### src/rtl/hs_responder_if.sv
// Handshake bundle for hs_responder: foreign-domain req/ack/data on one side,
// downstream valid/ready/data on the other.
interface hs_responder_if #(
  parameter int N = 8
);
  logic         req_in;
  logic [N-1:0] data_in;
  logic         ack_out;
  logic [N-1:0] data_out;
  logic         valid_out;
  logic         rdy_in;

  modport slave (
    input  req_in,
    input  data_in,
    input  rdy_in,
    output ack_out,
    output data_out,
    output valid_out
  );

  modport master (
    output req_in,
    output data_in,
    output rdy_in,
    input  ack_out,
    input  data_out,
    input  valid_out
  );
endinterface

### src/rtl/hs_responder.sv
// Receive side of a four-phase req/ack clock-domain crossing; presents the word downstream
// with valid/ready. Optional protocol-violation counter built when HS_ERR_CNT_EN is defined.
module hs_responder #(
  parameter int N           = 8,
  parameter int SYNC_STAGES = 2
) (
  input  logic                 clk,
  input  logic                 rst_n,
  input  logic                 ena,
  hs_responder_if.slave        hs,
  output logic                 busy,
  output logic [7:0]           err_cnt
);

  typedef enum logic [1:0] {
    ST_IDLE = 2'd0,
    ST_HOLD = 2'd1,
    ST_ACK  = 2'd2
  } state_e;

  logic [SYNC_STAGES-1:0] sync_r;
  logic                   req_s;
  state_e                 state_r;
  state_e                 state_nxt_s;
  logic [N-1:0]           data_r;
  logic                   valid_r;
  logic                   ack_r;
  logic                   busy_r;
  logic                   load_s;
  logic                   valid_nxt_s;
  logic                   ack_nxt_s;
  logic                   busy_nxt_s;

  // req_in synchronizer chain; data_in is only sampled once req_s is high
  always_ff @(posedge clk or negedge rst_n) begin
    if (!rst_n) begin
      sync_r <= {SYNC_STAGES{1'b0}};
    end else begin
      sync_r <= {sync_r[SYNC_STAGES-2:0], hs.req_in};
    end
  end

  assign req_s = sync_r[SYNC_STAGES-1];

  // state register and registered outputs
  always_ff @(posedge clk or negedge rst_n) begin
    if (!rst_n) begin
      state_r <= ST_IDLE;
      data_r  <= {N{1'b0}};
      valid_r <= 1'b0;
      ack_r   <= 1'b0;
      busy_r  <= 1'b0;
    end else begin
      state_r <= state_nxt_s;
      valid_r <= valid_nxt_s;
      ack_r   <= ack_nxt_s;
      busy_r  <= busy_nxt_s;
      if (load_s) begin
        data_r <= hs.data_in;
      end else begin
        data_r <= data_r;
      end
    end
  end

  // next-state: ena gates only new captures, never a transfer in flight
  always_comb begin
    state_nxt_s = state_r;
    case (state_r)
      ST_IDLE: begin
        if (ena && req_s) begin
          state_nxt_s = ST_HOLD;
        end else begin
          state_nxt_s = ST_IDLE;
        end
      end
      ST_HOLD: begin
        if (hs.rdy_in) begin
          state_nxt_s = ST_ACK;
        end else begin
          state_nxt_s = ST_HOLD;
        end
      end
      ST_ACK: begin
        if (!req_s) begin
          state_nxt_s = ST_IDLE;
        end else begin
          state_nxt_s = ST_ACK;
        end
      end
      default: begin
        state_nxt_s = ST_IDLE;
      end
    endcase
  end

  // outputs are decoded from the next state so ack/valid/busy leave straight from flops
  always_comb begin
    valid_nxt_s = 1'b0;
    ack_nxt_s   = 1'b0;
    busy_nxt_s  = 1'b1;
    load_s      = 1'b0;
    case (state_nxt_s)
      ST_IDLE: begin
        busy_nxt_s = 1'b0;
      end
      ST_HOLD: begin
        valid_nxt_s = 1'b1;
        load_s      = (state_r == ST_IDLE);
      end
      ST_ACK: begin
        ack_nxt_s = 1'b1;
      end
      default: begin
        busy_nxt_s = 1'b0;
      end
    endcase
  end

  assign hs.data_out  = data_r;
  assign hs.valid_out = valid_r;
  assign hs.ack_out   = ack_r;
  assign busy         = busy_r;

`ifdef HS_ERR_CNT_EN
  logic       req_d_r;
  logic [7:0] err_cnt_r;
  logic       viol_s;

  // request withdrawn while the word is still waiting for the consumer
  assign viol_s = (state_r == ST_HOLD) && req_d_r && !req_s;

  // saturating violation counter; cleared only by reset
  always_ff @(posedge clk or negedge rst_n) begin
    if (!rst_n) begin
      req_d_r   <= 1'b0;
      err_cnt_r <= 8'd0;
    end else begin
      req_d_r <= req_s;
      if (viol_s && (err_cnt_r != 8'hFF)) begin
        err_cnt_r <= err_cnt_r + 8'd1;
      end else begin
        err_cnt_r <= err_cnt_r;
      end
    end
  end

  assign err_cnt = err_cnt_r;
`else
  assign err_cnt = 8'd0;
`endif

endmodule

### src/flat_wrapper.sv
// flat-port wrapper written by rule: the top's interface ports become plain ports
module hs_responder_flat 
#(
  parameter int N           = 8,
  parameter int SYNC_STAGES = 2
)
  (clk, rst_n, ena, busy, err_cnt, hs_req_in, hs_data_in, hs_rdy_in, hs_ack_out, hs_data_out, hs_valid_out);
  hs_responder_if #(.N(N)) hs_i ();
  input  logic clk;
  input  logic rst_n;
  input  logic ena;
  output logic busy;
  output logic [7:0] err_cnt;
  input wire logic [$bits(hs_i.req_in)-1:0] hs_req_in;
  input wire logic [$bits(hs_i.data_in)-1:0] hs_data_in;
  input wire logic [$bits(hs_i.rdy_in)-1:0] hs_rdy_in;
  output wire logic [$bits(hs_i.ack_out)-1:0] hs_ack_out;
  output wire logic [$bits(hs_i.data_out)-1:0] hs_data_out;
  output wire logic [$bits(hs_i.valid_out)-1:0] hs_valid_out;
  assign hs_i.req_in = hs_req_in;
  assign hs_i.data_in = hs_data_in;
  assign hs_i.rdy_in = hs_rdy_in;
  assign hs_ack_out = hs_i.ack_out;
  assign hs_data_out = hs_i.data_out;
  assign hs_valid_out = hs_i.valid_out;
  hs_responder #(.N(N), .SYNC_STAGES(SYNC_STAGES)) u_core (.clk(clk), .rst_n(rst_n), .ena(ena), .hs(hs_i), .busy(busy), .err_cnt(err_cnt));
endmodule
### config.mk
export PLATFORM = sky130hd
export DESIGN_NAME = hs_responder_flat
export DESIGN_NICKNAME = d
export VERILOG_FILES = /design/src/rtl/hs_responder_if.sv /design/src/rtl/hs_responder.sv /design/src/flat_wrapper.sv
export SDC_FILE = /design/constraint.sdc
export NUM_CORES = 1
export LEC_CHECK = 0
export BUFFER_PORTS_ARGS = -buffer_cell sky130_fd_sc_hd__buf_2
export CORE_UTILIZATION = 26
export DETAILED_ROUTE_END_ITERATION = 10
export PLACE_DENSITY = 0.61
export SYNTH_ARGS = -nofsm -noshare
export SYNTH_HDL_FRONTEND = slang
export SYNTH_SLANG_ARGS = --single-unit
### constraint.sdc
create_clock -name clk -period 2.5 [get_ports clk]
set_input_delay 0.25 -clock clk [delete_from_list [all_inputs] [get_ports clk]]
set_output_delay 0.25 -clock clk [all_outputs]
set_load 0.01 [all_outputs]
==> flow_summary.json <==
{
  "worstHoldPathType": "in2reg",
  "worst_setup_path_end_kind": "flip-flop",
  "drtAntennaViolNets": 0,
  "reg2reg_depth": 5,
  "cp-start-kind": "flip-flop",
  "gr-total-overflow": 0,
  "avgRoutedWirePerCell_um": 9.879,
  "skew_ns": 0.001454,
  "cp_slowest_cell": "dfrtp_1",
  "htree_levels": 1,
  "ys_seq_area_frac": 0.5976,
  "min_period_ns": 1.966,
  "ys_seq_elements": 15,
  "slew_violations": 0,
  "num-fill-cells": 238,
  "yosys_warnings": 0,
  "die_area_sq_um": 2616,
  "vias": 367,
  "powerDensity_nw_per_um2": 963.8,
  "reg2reg_to": "u_core.hs.data_out[7]",
  "leakagePower_nw": 0.3941,
  "fin_nets": 87,
  "ys.flop_type": "dfrtp_1",
  "ys_top_cells_by_count": "15 x dfrtp_1, 8 x buf_4, 8 x mux2_2",
  "firstDrtPassIters": 4,
  "synth_edf_count": 0,
  "wirelength_um": 978,
  "vdd_drop_max_v": 0.0004841,
  "core.rowCount": 17,
  "grt_pass1_vias": 352,
  "drtIter0Drc": 2,
  "core_area_sq_um": 2255,
  "fin_crit_sh": 0.7864,
  "grt_pass1_wl_um": 1573,
  "num_io_pins": 32,
  "setup_tns_ns": 0,
  "post-route-util": 0.3463,
  "rsz0062_at_grt": "false",
  "hold_violations": 0,
  "worstReg2RegStart": "u_core.state_r[0]",
  "crit_fanout": 8,
  "n_antenna_cell": 0,
  "max_stage_delay_ns": 0.45,
  "cts-buffers-inserted": 3,
  "syn-cell-area_sq_um": 628.1,
  "drv_cap": 0,
  "routed_via_density": 3.707,
  "cts_tree": "done",
  "clk_pin_slew_ns": 0.08,
  "drc": 0,
  "syn_inst": 44,
  "place.gp.congestion": 0.6636,
  "crit_path_end": "u_core.hs.data_out[7]",
  "area_growth_pct": 24.30,
  "grt_use_total": 0.08591,
  "io_buffers": 23,
  "antenna_found_initial": 0,
  "yosysMostFrequentCell": "dfrtp_1",
  "grt_max_degree": 16,
  "async_flop_share": 1.000,
  "cts_setup_buffers": 0,
  "avgSynthCellArea_sq_um": 14.28,
  "critPathArrivalTime_ns": 2.13,
  "die_w_um": 51.15,
  "outcome": "finished, final reports clean",
  "clockBufferDepth": 2,
  "initial_utilization": 0.2786,
  "clkLatencyLatePin_ns": 0.27,
  "final-seq-area_sq_um": 375.4,
  "yosys.area.top_type": "dfrtp_1",
  "critPathKind": "reg2reg",
  "worstPathCellList": "nand3b_1 -> a21oi_1 -> ha_1 -> nor3b_4 -> mux2_2",
  "fp.dieH_um": 51.15,
  "setup_viol": 0,
  "synthDistinctLibCells": 14,
  "clock.fmax_mhz": 508.6,
  "required_ns": 2.66,
  "root_buffer": "clkbuf_4",
  "yosysTopAreaCellShare": 0.5976,
  "multi_input_area_sq_um": 215.2,
  "synthTopCellsByArea": "dfrtp_1 60%, mux2_2 14%, buf_4 9.6%",
  "ff2ff_setup_slack_ns": 0.53,
  "cp-startpoint": "u_core.state_r[0]",
  "layout-drive-gt1-share": 0.5211,
  "cts_sinks": 15
}
## metrics by stage
stage	setup slack, ns	cell area (sq um)	hold WS, ns	instances	total power, mW
2_1_floorplan	0.7172	654.4	-0.04559	51	0.5321
3_3_place_gp	0.5976	744.5	0.1648	94	0.6275
3_5_place_dp	0.5268	744.5	0.1721	94	0.6320
4_1_cts	0.5095	780.7	0.06903	99	0.7694
5_1_grt	0.3990	780.7	0.06634	99	0.8109
6_report	0.5340	780.7	0.08229	99	0.7525
## worst min-delay path by stage
| stage | start | to | slack [ns] | depth (start not counted) |
|---|---|---|---|---|
| after floorplan | rst_n | u_core.busy | -0.05 | 0 |
| after global placement | rst_n | u_core.state_r[1] | 0.16 | 1 |
| after detailed placement | rst_n | u_core.state_r[1] | 0.17 | 1 |
| after CTS | hs_req_in | u_core.sync_r[0] | 0.07 | 1 |
| after global routing | hs_req_in | u_core.sync_r[0] | 0.07 | 1 |
| final | hs_req_in | u_core.sync_r[0] | 0.08 | 1 |
## placed cells by master (no fill, tap or decap)
master / Yosys / routed
buf_2: 0 / 23
dfrtp_1: 15 / 15
mux2_2: 8 / 8
conb_1: 1 / 8
clkbuf_4: 0 / 3
nand2_1: 2 / 2
ha_1: 2 / 2
nand2b_1: 1 / 1
nand3b_1: 1 / 1
a21oi_1: 1 / 1
o22ai_1: 1 / 1
inv_1: 1 / 1
o22a_2: 1 / 1
a21o_2: 1 / 1
nor3b_4: 1 / 1
clkbuf_1: 0 / 1
dlygate4sd3_1: 0 / 1
## layer usage
layer	up-vias	routed length (um)	track usage
li1	189	-	-
met1	157	480	0.1107
met2	21	400	0.1184
met3	0	96	0.03274
met4	0	0	0.05556
met5	-	0	0
## registers in the layout, summed over array words and instances, names as in the netlist
name	cells
u_core.sync_r	2
u_core.hs.data_out	8
u_core.busy	1
u_core.hs.valid_out	1
u_core.state_r	2
u_core.hs.ack_out	1
## worst max-delay path: cells and delay by family, from the launching register on
| family | cells | cell delay (ns) |
|---|---|---|
| muxes | 1 | 0.39 |
| and+or+nand+nor | 2 | 0.62 |
| adders and majority gates | 1 | 0.20 |
| AOI/OAI and AO/OA | 1 | 0.20 |
| DFF | 1 | 0.45 |
## where the power goes
part | leakage [nW] | switching [mW] | total [mW] | internal, mW
registers | 0.183 | 0.0427 | 0.370 | 0.327
clock network | 0.0150 | 0.0688 | 0.131 | 0.0617
logic | 0.196 | 0.117 | 0.252 | 0.135
total | 0.394 | 0.228 | 0.753 | 0.525
## layout make-up
cell class              count  share of cell area
repair buffers             24              0.1603
flip-flops and latches     15              0.4808
clock buffers               4             0.03365
multi-input cells          27              0.2756
well taps                  28             0.04487
inverters                   1            0.004808
## timing repair
item | CTS | global route
resized for setup | 0 | 0
hold buffers | 1 | 0
endpoints found under the hold margin | 15 | 0
## kinds of logic after synthesis
kind of cell	count (synthesis)	share of synthesized area
other cells	1	0.005970
mux	8	0.1434
flops	15	0.5976
buf+inv	9	0.1016
compound gates	4	0.04781
fa+ha+maj	2	0.03983
simple gates	5	0.06376
No activity file was read; power rests on OpenSTA's default activity.
